$ cat config.mk
export PLATFORM = sky130hd
export DESIGN_NAME = lsu_stage_flat
export DESIGN_NICKNAME = d
export VERILOG_FILES = /design/src/rtl/lsu_stage_pkg.sv /design/src/rtl/lsu_stage_if.sv /design/src/rtl/lsu_stage_align.sv /design/src/rtl/lsu_stage.sv /design/src/flat_wrapper.sv
export SDC_FILE = /design/constraint.sdc
export NUM_CORES = 1
export LEC_CHECK = 0
export ABC_AREA = 1
export CAP_MARGIN = 30
export CORE_AREA = 2 2 259 261
export DETAILED_ROUTE_END_ITERATION = 10
export DIE_AREA = 0 0 261 263
export SLEW_MARGIN = 20
export SYNTH_ARGS = -nofsm -noshare
export SYNTH_HDL_FRONTEND = slang
export SYNTH_HIERARCHICAL = 1
export SYNTH_SLANG_ARGS = --single-unit
$ cat constraint.sdc
create_clock -name clk -period 3.2 [get_ports clk]
set_input_delay 0.64 -clock clk [delete_from_list [all_inputs] [get_ports clk]]
set_output_delay 0.64 -clock clk [all_outputs]
set_load 0.005 [all_outputs]
$ cat src/rtl/lsu_stage_pkg.sv
// Shared definitions for the memory-access stage and its helpers.
//   - opcode / funct3 codes for loads and stores
//   - access-state encoding
//   - small decode helpers shared by the stage and the alignment unit
package lsu_stage_pkg;

  localparam logic [6:0] OP_LOAD = 7'b0000011;
  localparam logic [6:0] OP_S    = 7'b0100011;

  localparam logic [2:0] F3_LB  = 3'd0;
  localparam logic [2:0] F3_LH  = 3'd1;
  localparam logic [2:0] F3_LW  = 3'd2;
  localparam logic [2:0] F3_LBU = 3'd4;
  localparam logic [2:0] F3_LHU = 3'd5;
  localparam logic [2:0] F3_SB  = 3'd0;
  localparam logic [2:0] F3_SH  = 3'd1;
  localparam logic [2:0] F3_SW  = 3'd2;

  typedef enum logic [1:0] {
    ST_IDLE = 2'd0,
    ST_REQ  = 2'd1,
    ST_WAIT = 2'd2,
    ST_DONE = 2'd3
  } lsu_state_e;

  function automatic logic is_mem_op(input logic [6:0] op);
    return (op == OP_LOAD) || (op == OP_S);
  endfunction

  // size is funct3[1:0]: 0 byte, 1 half, otherwise word
  function automatic logic addr_misaligned(input logic [1:0] size, input logic [1:0] addr_lo);
    case (size)
      2'b00:   return 1'b0;
      2'b01:   return addr_lo[0];
      default: return |addr_lo;
    endcase
  endfunction

endpackage

$ cat src/rtl/lsu_stage_if.sv
// Data-memory port bundle (req/gnt/rvalid handshake).
//   master: the LSU (drives req/we/addr/wstrb/wdata, receives gnt/rvalid/rdata)
//   slave : the memory or D-cache
interface lsu_stage_if #(
  parameter int XLEN   = 32,
  parameter int STRB_W = XLEN / 8
);
  logic              req;
  logic              we;
  logic [XLEN-1:0]   addr;
  logic [STRB_W-1:0] wstrb;
  logic [XLEN-1:0]   wdata;
  logic              gnt;
  logic              rvalid;
  logic [XLEN-1:0]   rdata;

  modport master (output req, we, addr, wstrb, wdata, input gnt, rvalid, rdata);
  modport slave  (input req, we, addr, wstrb, wdata, output gnt, rvalid, rdata);
endinterface

$ cat src/rtl/lsu_stage_align.sv
// Combinational byte-lane logic for loads and stores.
//   funct3     : access size / signedness
//   addr_lo    : byte offset within the word
//   store_data : raw store operand -> wstrb / wdata (replicated per lane)
//   load_word  : raw memory word   -> load_data (extended)
//   misalign   : access crosses its natural alignment
module lsu_stage_align
  import lsu_stage_pkg::*;
#(
  parameter int XLEN   = 32,
  parameter int STRB_W = XLEN / 8
) (
  input  logic [2:0]        funct3,
  input  logic [1:0]        addr_lo,
  input  logic [XLEN-1:0]   store_data,
  input  logic [XLEN-1:0]   load_word,
  output logic [STRB_W-1:0] wstrb,
  output logic [XLEN-1:0]   wdata,
  output logic [XLEN-1:0]   load_data,
  output logic              misalign
);

  logic [XLEN-1:0] byte_shift;
  logic [XLEN-1:0] half_shift;
  logic [7:0]      lb;
  logic [15:0]     lh;

  always_comb begin
    misalign   = addr_misaligned(funct3[1:0], addr_lo);
    byte_shift = load_word >> {addr_lo, 3'b000};
    half_shift = load_word >> {addr_lo[1], 4'b0000};
    lb         = byte_shift[7:0];
    lh         = half_shift[15:0];

    case (funct3)
      F3_LB:   load_data = {{(XLEN-8){lb[7]}}, lb};
      F3_LBU:  load_data = {{(XLEN-8){1'b0}}, lb};
      F3_LH:   load_data = {{(XLEN-16){lh[15]}}, lh};
      F3_LHU:  load_data = {{(XLEN-16){1'b0}}, lh};
      default: load_data = load_word;
    endcase

    // Data is replicated across lanes so the strobe alone selects the bytes.
    case (funct3[1:0])
      2'b00: begin
        wstrb = STRB_W'(1) << addr_lo;
        wdata = {STRB_W{store_data[7:0]}};
      end
      2'b01: begin
        wstrb = STRB_W'(3) << {addr_lo[1], 1'b0};
        wdata = {(STRB_W/2){store_data[15:0]}};
      end
      default: begin
        wstrb = STRB_W'(4'hF);
        wdata = {(STRB_W/4){store_data[31:0]}};
      end
    endcase
  end

endmodule

$ cat src/rtl/lsu_stage.sv
// Memory-access pipeline stage between execute and write-back.
//   clk, rst (async, active low)
//   E side : e_to_m_valid, m_allow_in, E_* payload, can_jump/jump_target
//   W side : w_allow_in, m_to_w_valid, m_valid, M_* payload, m_valM, m_misalign
//   dmem   : data-memory port (lsu_stage_if master)
//   stall_cnt : saturating count of cycles holding an instruction that is not ready
//
// state | meaning
// IDLE  | nothing in flight
// REQ   | dmem_req asserted, waiting for gnt
// WAIT  | granted, waiting for rvalid
// DONE  | result ready, waiting for W to take it
module lsu_stage
  import lsu_stage_pkg::*;
#(
  parameter int XLEN   = 32,
  parameter int STRB_W = XLEN / 8,
  parameter int CNT_W  = 32
) (
  input  logic             clk,
  input  logic             rst,
  input  logic             e_to_m_valid,
  output logic             m_allow_in,
  input  logic             w_allow_in,
  output logic             m_to_w_valid,
  output logic             m_valid,
  input  logic [6:0]       E_opcode,
  input  logic [9:0]       E_funct,
  input  logic [XLEN-1:0]  e_valE,
  input  logic [XLEN-1:0]  E_val2,
  input  logic [4:0]       E_rd,
  input  logic [XLEN-1:0]  E_default_pc,
  input  logic [XLEN-1:0]  E_cur_pc,
  input  logic [XLEN-1:0]  E_pred_pc,
  input  logic [31:0]      E_instr,
  input  logic             E_commit,
  input  logic             can_jump,
  input  logic [XLEN-1:0]  jump_target,
  output logic [6:0]       M_opcode,
  output logic [9:0]       M_funct,
  output logic [XLEN-1:0]  M_valE,
  output logic [XLEN-1:0]  M_val2,
  output logic [4:0]       M_rd,
  output logic [XLEN-1:0]  M_default_pc,
  output logic [XLEN-1:0]  M_cur_pc,
  output logic [31:0]      M_instr,
  output logic             M_commit,
  output logic [XLEN-1:0]  M_pred_pc,
  output logic [XLEN-1:0]  M_predicted_pc,
  output logic [XLEN-1:0]  m_valM,
  output logic             m_misalign,
  lsu_stage_if.master      dmem,
  output logic [CNT_W-1:0] stall_cnt
);

  typedef struct packed {
    logic [6:0]      opcode;
    logic [9:0]      funct;
    logic [XLEN-1:0] vale;
    logic [XLEN-1:0] val2;
    logic [4:0]      rd;
    logic [XLEN-1:0] default_pc;
    logic [XLEN-1:0] cur_pc;
    logic [31:0]     instr;
    logic            commit;
    logic [XLEN-1:0] pred_pc;
    logic [XLEN-1:0] predicted_pc;
  } payload_t;

  lsu_state_e      state_q, state_d;
  payload_t        pl_q, pl_d;
  logic            m_valid_q, m_valid_d;
  logic [XLEN-1:0] m_valm_q, m_valm_d;
  logic [CNT_W-1:0] stall_cnt_q, stall_cnt_d;

  logic            m_ready_go;
  logic            capture;
  logic            e_go_req;
  logic            m_is_load;
  logic [XLEN-1:0] load_data;
  logic            m_align_err;

  lsu_stage_align #(.XLEN(XLEN), .STRB_W(STRB_W)) u_align (
    .funct3     (pl_q.funct[2:0]),
    .addr_lo    (pl_q.vale[1:0]),
    .store_data (pl_q.val2),
    .load_word  (dmem.rdata),
    .wstrb      (dmem.wstrb),
    .wdata      (dmem.wdata),
    .load_data  (load_data),
    .misalign   (m_align_err)
  );

  assign m_ready_go   = (state_q == ST_DONE);
  assign m_allow_in   = ~m_valid_q | (m_ready_go & w_allow_in);
  assign m_to_w_valid = m_valid_q & m_ready_go;
  assign capture      = m_allow_in & e_to_m_valid;
  // Only aligned loads/stores touch memory; everything else goes straight to DONE.
  assign e_go_req     = is_mem_op(E_opcode) & ~addr_misaligned(E_funct[1:0], e_valE[1:0]);
  assign m_is_load    = (pl_q.opcode == OP_LOAD);

  always_comb begin
    state_d     = state_q;
    pl_d        = pl_q;
    m_valid_d   = m_valid_q;
    m_valm_d    = m_valm_q;
    stall_cnt_d = stall_cnt_q;

    if (m_allow_in) m_valid_d = e_to_m_valid;

    if (capture) begin
      pl_d = '{opcode:       E_opcode,
               funct:        E_funct,
               vale:         e_valE,
               val2:         E_val2,
               rd:           E_rd,
               default_pc:   E_default_pc,
               cur_pc:       E_cur_pc,
               instr:        E_instr,
               commit:       E_commit,
               pred_pc:      can_jump ? jump_target : E_default_pc,
               predicted_pc: E_pred_pc};
      m_valm_d = '0;
    end

    case (state_q)
      ST_IDLE: begin
        if (capture) state_d = e_go_req ? ST_REQ : ST_DONE;
      end
      ST_REQ: begin
        if (dmem.gnt) begin
          if (dmem.rvalid) begin
            state_d = ST_DONE;
            if (m_is_load) m_valm_d = load_data;
          end else begin
            state_d = ST_WAIT;
          end
        end
      end
      ST_WAIT: begin
        if (dmem.rvalid) begin
          state_d = ST_DONE;
          if (m_is_load) m_valm_d = load_data;
        end
      end
      ST_DONE: begin
        if (w_allow_in) begin
          if (capture) state_d = e_go_req ? ST_REQ : ST_DONE;
          else         state_d = ST_IDLE;
        end
      end
      default: state_d = ST_IDLE;
    endcase

    if (m_valid_q && !m_ready_go && (stall_cnt_q != '1))
      stall_cnt_d = stall_cnt_q + CNT_W'(1);
  end

  always_ff @(posedge clk or negedge rst) begin
    if (!rst) begin
      state_q     <= ST_IDLE;
      pl_q        <= '0;
      m_valid_q   <= 1'b0;
      m_valm_q    <= '0;
      stall_cnt_q <= '0;
    end else begin
      state_q     <= state_d;
      pl_q        <= pl_d;
      m_valid_q   <= m_valid_d;
      m_valm_q    <= m_valm_d;
      stall_cnt_q <= stall_cnt_d;
    end
  end

  assign dmem.req  = (state_q == ST_REQ);
  assign dmem.we   = (pl_q.opcode == OP_S);
  assign dmem.addr = {pl_q.vale[XLEN-1:2], 2'b00};

  assign m_valid        = m_valid_q;
  assign m_valM         = m_valm_q;
  assign m_misalign     = m_valid_q & is_mem_op(pl_q.opcode) & m_align_err;
  assign stall_cnt      = stall_cnt_q;
  assign M_opcode       = pl_q.opcode;
  assign M_funct        = pl_q.funct;
  assign M_valE         = pl_q.vale;
  assign M_val2         = pl_q.val2;
  assign M_rd           = pl_q.rd;
  assign M_default_pc   = pl_q.default_pc;
  assign M_cur_pc       = pl_q.cur_pc;
  assign M_instr        = pl_q.instr;
  assign M_commit       = pl_q.commit;
  assign M_pred_pc      = pl_q.pred_pc;
  assign M_predicted_pc = pl_q.predicted_pc;

endmodule

$ cat src/flat_wrapper.sv
// flat-port wrapper written by rule: the top's interface ports become plain ports
module lsu_stage_flat import lsu_stage_pkg::*;
#(
  parameter int XLEN   = 32,
  parameter int STRB_W = XLEN / 8,
  parameter int CNT_W  = 32
)
  (clk, rst, e_to_m_valid, m_allow_in, w_allow_in, m_to_w_valid, m_valid, E_opcode, E_funct, e_valE, E_val2, E_rd, E_default_pc, E_cur_pc, E_pred_pc, E_instr, E_commit, can_jump, jump_target, M_opcode, M_funct, M_valE, M_val2, M_rd, M_default_pc, M_cur_pc, M_instr, M_commit, M_pred_pc, M_predicted_pc, m_valM, m_misalign, stall_cnt, dmem_req, dmem_we, dmem_addr, dmem_wstrb, dmem_wdata, dmem_gnt, dmem_rvalid, dmem_rdata);
  lsu_stage_if #(.XLEN(XLEN), .STRB_W(STRB_W)) dmem_i ();
  input  logic clk;
  input  logic rst;
  input  logic e_to_m_valid;
  output logic m_allow_in;
  input  logic w_allow_in;
  output logic m_to_w_valid;
  output logic m_valid;
  input  logic [6:0] E_opcode;
  input  logic [9:0] E_funct;
  input  logic [XLEN-1:0] e_valE;
  input  logic [XLEN-1:0] E_val2;
  input  logic [4:0] E_rd;
  input  logic [XLEN-1:0] E_default_pc;
  input  logic [XLEN-1:0] E_cur_pc;
  input  logic [XLEN-1:0] E_pred_pc;
  input  logic [31:0] E_instr;
  input  logic E_commit;
  input  logic can_jump;
  input  logic [XLEN-1:0] jump_target;
  output logic [6:0] M_opcode;
  output logic [9:0] M_funct;
  output logic [XLEN-1:0] M_valE;
  output logic [XLEN-1:0] M_val2;
  output logic [4:0] M_rd;
  output logic [XLEN-1:0] M_default_pc;
  output logic [XLEN-1:0] M_cur_pc;
  output logic [31:0] M_instr;
  output logic M_commit;
  output logic [XLEN-1:0] M_pred_pc;
  output logic [XLEN-1:0] M_predicted_pc;
  output logic [XLEN-1:0] m_valM;
  output logic m_misalign;
  output logic [CNT_W-1:0] stall_cnt;
  output wire logic [$bits(dmem_i.req)-1:0] dmem_req;
  output wire logic [$bits(dmem_i.we)-1:0] dmem_we;
  output wire logic [$bits(dmem_i.addr)-1:0] dmem_addr;
  output wire logic [$bits(dmem_i.wstrb)-1:0] dmem_wstrb;
  output wire logic [$bits(dmem_i.wdata)-1:0] dmem_wdata;
  input wire logic [$bits(dmem_i.gnt)-1:0] dmem_gnt;
  input wire logic [$bits(dmem_i.rvalid)-1:0] dmem_rvalid;
  input wire logic [$bits(dmem_i.rdata)-1:0] dmem_rdata;
  assign dmem_req = dmem_i.req;
  assign dmem_we = dmem_i.we;
  assign dmem_addr = dmem_i.addr;
  assign dmem_wstrb = dmem_i.wstrb;
  assign dmem_wdata = dmem_i.wdata;
  assign dmem_i.gnt = dmem_gnt;
  assign dmem_i.rvalid = dmem_rvalid;
  assign dmem_i.rdata = dmem_rdata;
  lsu_stage #(.XLEN(XLEN), .STRB_W(STRB_W), .CNT_W(CNT_W)) u_core (.clk(clk), .rst(rst), .e_to_m_valid(e_to_m_valid), .m_allow_in(m_allow_in), .w_allow_in(w_allow_in), .m_to_w_valid(m_to_w_valid), .m_valid(m_valid), .E_opcode(E_opcode), .E_funct(E_funct), .e_valE(e_valE), .E_val2(E_val2), .E_rd(E_rd), .E_default_pc(E_default_pc), .E_cur_pc(E_cur_pc), .E_pred_pc(E_pred_pc), .E_instr(E_instr), .E_commit(E_commit), .can_jump(can_jump), .jump_target(jump_target), .M_opcode(M_opcode), .M_funct(M_funct), .M_valE(M_valE), .M_val2(M_val2), .M_rd(M_rd), .M_default_pc(M_default_pc), .M_cur_pc(M_cur_pc), .M_instr(M_instr), .M_commit(M_commit), .M_pred_pc(M_pred_pc), .M_predicted_pc(M_predicted_pc), .m_valM(m_valM), .m_misalign(m_misalign), .dmem(dmem_i), .stall_cnt(stall_cnt));
endmodule
==> results.yml <==
logic_synthesis:
  ys_warn_count: 6
  ys_ff_latch: 314
  yosysTopAreaCell: "dfrtp_1"
  synth_top_area_share_pct: 53.2
  synthDistinctLibCells: 33
  syn_area_per_cell_um2: 7.66
  yosysSeqAreaShare_pct: 53.2
  synth_cells: 1931
  synth_area_leaders: "dfrtp_1 53%, nand2_1 27%, nand3_1 3.5%"
  syn_area_um2: 14800
timing:
  fmax_mhz: 333
  fin_tns_setup_ns: 0
  finalHoldWorstSlack_ns: 0.114
  finClkSkew_ns: 0.0178
  worst_pin_slew_ns: 0.708
  finalHoldViolations: 0
  relSlewSlack_pct: 52.8
  fin_crit_ns: 3.00
  slew_violations: 0
  min_period_over_period_pct: 93.9
  setup_viol: 0
  grt_setup_unrepaired: "false"
clock_tree:
  post-cts-setup-buffers: 0
  clk_path_buf_depth: 3
  cts_buffers: 39
  path_clk_slew_ns: 0.06
  clock_sinks: 314
  root_buffer: "clkbuf_16"
  cts_tree: "built"
  h-tree-depth: 2
  insertion_delay_ns: 0.55
floorplanning:
  die_height_um: 263
  io_pins: 671
  rows: 94
  start_util_pct: 22.5
  die_x_um: 261
  fp.dieArea_um2: 68600
  coreArea_um2: 65600
route:
  drc: 0
  vias_per_cell: 4.17
  wire_per_inst_um: 16.9
  drt_pass1_iterations: 5
  drt_iter0_markers: 1023
  routed_wl_mm: 58.1
  vias: 14400
  ant_nets: 0
final_layout:
  drive_gt1_share_pct: 5.54
  fill_cells: 6778
  nNetsFinal: 2844
  syn_to_final_growth_pct: 59.4
  final_core_util_pct: 35.9
pwr:
  p_leak_nw: 11.3
  p_seq_share_pct: 32.9
  p_int_mw: 13.0
  p_sw_share_pct: 35.7
  power_frac_comb_pct: 45.3
  p_switching_mw: 7.22
  max-vdd-ir-drop_mv: 0.470
  pwr-share-clk_pct: 21.8
  p_per_area_nw_per_um2: 859
grt:
  overflow: 0
  track_usage_pct: 16.5
  grt_max_degree: 80
  grt_pass1_wl_mm: 88.1
  grt_pass1_vias: 14100
  antenna_found_initial: 1
worst_setup_path:
  required_ns: 2.56
  crit_path_start_kind: "register"
  crit_path_end_kind: "output port"
  critPathArrivalTime_ns: 2.36
  crit_type: "register to output port"
  worst-path-max-fanout: 26
placement:
  port_buffers: 668
  place.gp.congestion: 0.846
  place_hpwl_mm: 43.9
run:
  maxCapViolCount: 0
status:
  status: "finished, final reports clean"
worst_hold_path:
  hold_path_class: "primary input to asynchronous set/reset pin"
==> what timing repair did <==
| action | CTS | global route |
|---|---|---|
| resized for setup | 0 | 1 |
| setup endpoints to repair | 0 | 1 |
| hold buffers | 0 | 0 |
==> stage by stage <==
stage / instances / instance area [um2] / setup slack (ns) / total power, mW
after global placement: 3375 / 22300 / 0.609 / 15.9
final: 3446 / 23600 / 0.196 / 20.2
after floorplan: 1932 / 14800 / 1.42 / 10.3
after CTS: 3445 / 23600 / 0.00430 / 20.5
after detailed placement: 3375 / 22300 / 0.639 / 15.9
after global routing: 3445 / 23600 / 0.0391 / 21.6
==> layer usage <==
metal / vias to the layer above / GRT usage (%) / part of all wire, %
met4: 0 / 4.47 / 2.3
met5: - / 0 / 0
met3: 73 / 3.70 / 6.3
met2: 440 / 27.2 / 48
met1: 6725 / 21.7 / 43
li1: 7137 / - / -
==> layout by cell type, fill, tap and decap left out, types with 2 or more instances in the layout <==
cell             Yosys  routed
inv_6                1       4
clkinvlp_4           0       3
nand3_1            103     103
nor2_1              59      59
o21ai_0             81      81
inv_1               86      86
nand2_4              3       4
nor2_4               3       3
clkdlybuf4s50_1      0     666
ha_1                 6       6
inv_2                2       2
dfrtp_1            314     314
a21oi_1             10       8
nand2_2             14      14
clkbuf_8             0       8
nor3_1               3       3
buf_4               40      25
buf_12               0      15
xor2_1               5       5
clkbuf_1            20       6
xnor2_1              7       7
o211ai_1             8       8
clkinv_2             0       7
bufinv_16            0       2
nor2_2               6       6
nand4_1              3       3
conb_1               1       2
nand2_1           1079    1078
clkbuf_16            0      39
clkinv_4             0       2
==> final timing paths <==
kind,start,to,slack (ns),cells after the start
max reg2reg,u_core/state_q[0],u_core/M_default_pc[14],1.14,7
max in group asynchronous,rst,u_core/M_instr[20],2.22,2
min,rst,u_core/M_pred_pc[21],0.11,1
max,u_core/M_funct[0],dmem_wstrb[1],0.20,6
min in group clk,u_core/M_pred_pc[11],u_core/M_pred_pc[11],0.48,2
min reg2reg,u_core/M_pred_pc[11],u_core/M_pred_pc[11],0.48,2
==> logic make-up after synthesis <==
kind of cell / Yosys count / share of synthesized area, %
AO/OA/AOI/OAI: 101 / 3.66
XOR/XNOR: 12 / 0.711
adder cells (fa/ha/maj): 6 / 0.508
buffers and inverters: 219 / 7.57
flip-flops: 314 / 53.2
other: 1 / 0.0254
AND/OR/NAND/NOR: 1278 / 34.4
==> flip-flops by register name, indices dropped and copies added, names as in the netlist <==
register               flops
u_core/M_default_pc       32
u_core/stall_cnt          32
u_core/M_cur_pc           32
u_core/M_opcode            7
u_core/M_commit            1
u_core/M_instr            32
u_core/M_valE             32
u_core/M_funct            10
u_core/M_pred_pc          32
u_core/m_valid             1
u_core/M_predicted_pc     32
u_core/state_q             2
u_core/m_valM             32
u_core/M_rd                5
u_core/M_val2             32
==> final cells by class <==
class                   count  area [um2]  area share (%)
clock buffers              53        1110            4.70
flip-flops and latches    314        7860            33.3
well taps                 864        1080            4.59
diodes                      1        2.50          0.0106
clock inverters            17         161           0.685
multi-input cells        1399        5840            24.8
repair buffers            708        7170            30.4
inverters                  90         343            1.45
==> critical path, cell delays in order (launching register included) <==
cell             delay [ns]
dfrtp_1                0.49
nor2_4                 0.14
buf_4                  0.31
inv_2                  0.18
nand2_2                0.13
o21ai_0                0.10
clkdlybuf4s50_1        0.47
==> synth_stat cells, drive strengths merged <==
cell / instances
clkinv: 1
a21oi: 10
xor2: 5
ha: 6
nor2: 69
nand3: 104
nand4: 3
nand3b: 1
nand2: 1097
nor3: 4
o21ai: 82
clkbuf: 20
buf: 109
conb: 1
dfrtp: 314
xnor2: 7
o211ai: 9
inv: 89
==> power groups by stage <==
stage	Sequential [mW]	Combinational, mW	Clock, mW
floorplan	6.58	3.70	0
global placement	6.67	9.21	0
detailed placement	6.66	9.27	0
CTS	6.66	9.29	4.59
global route	6.86	10.0	4.74
finish	6.65	9.17	4.41
Power figures use the tool's default switching activity.
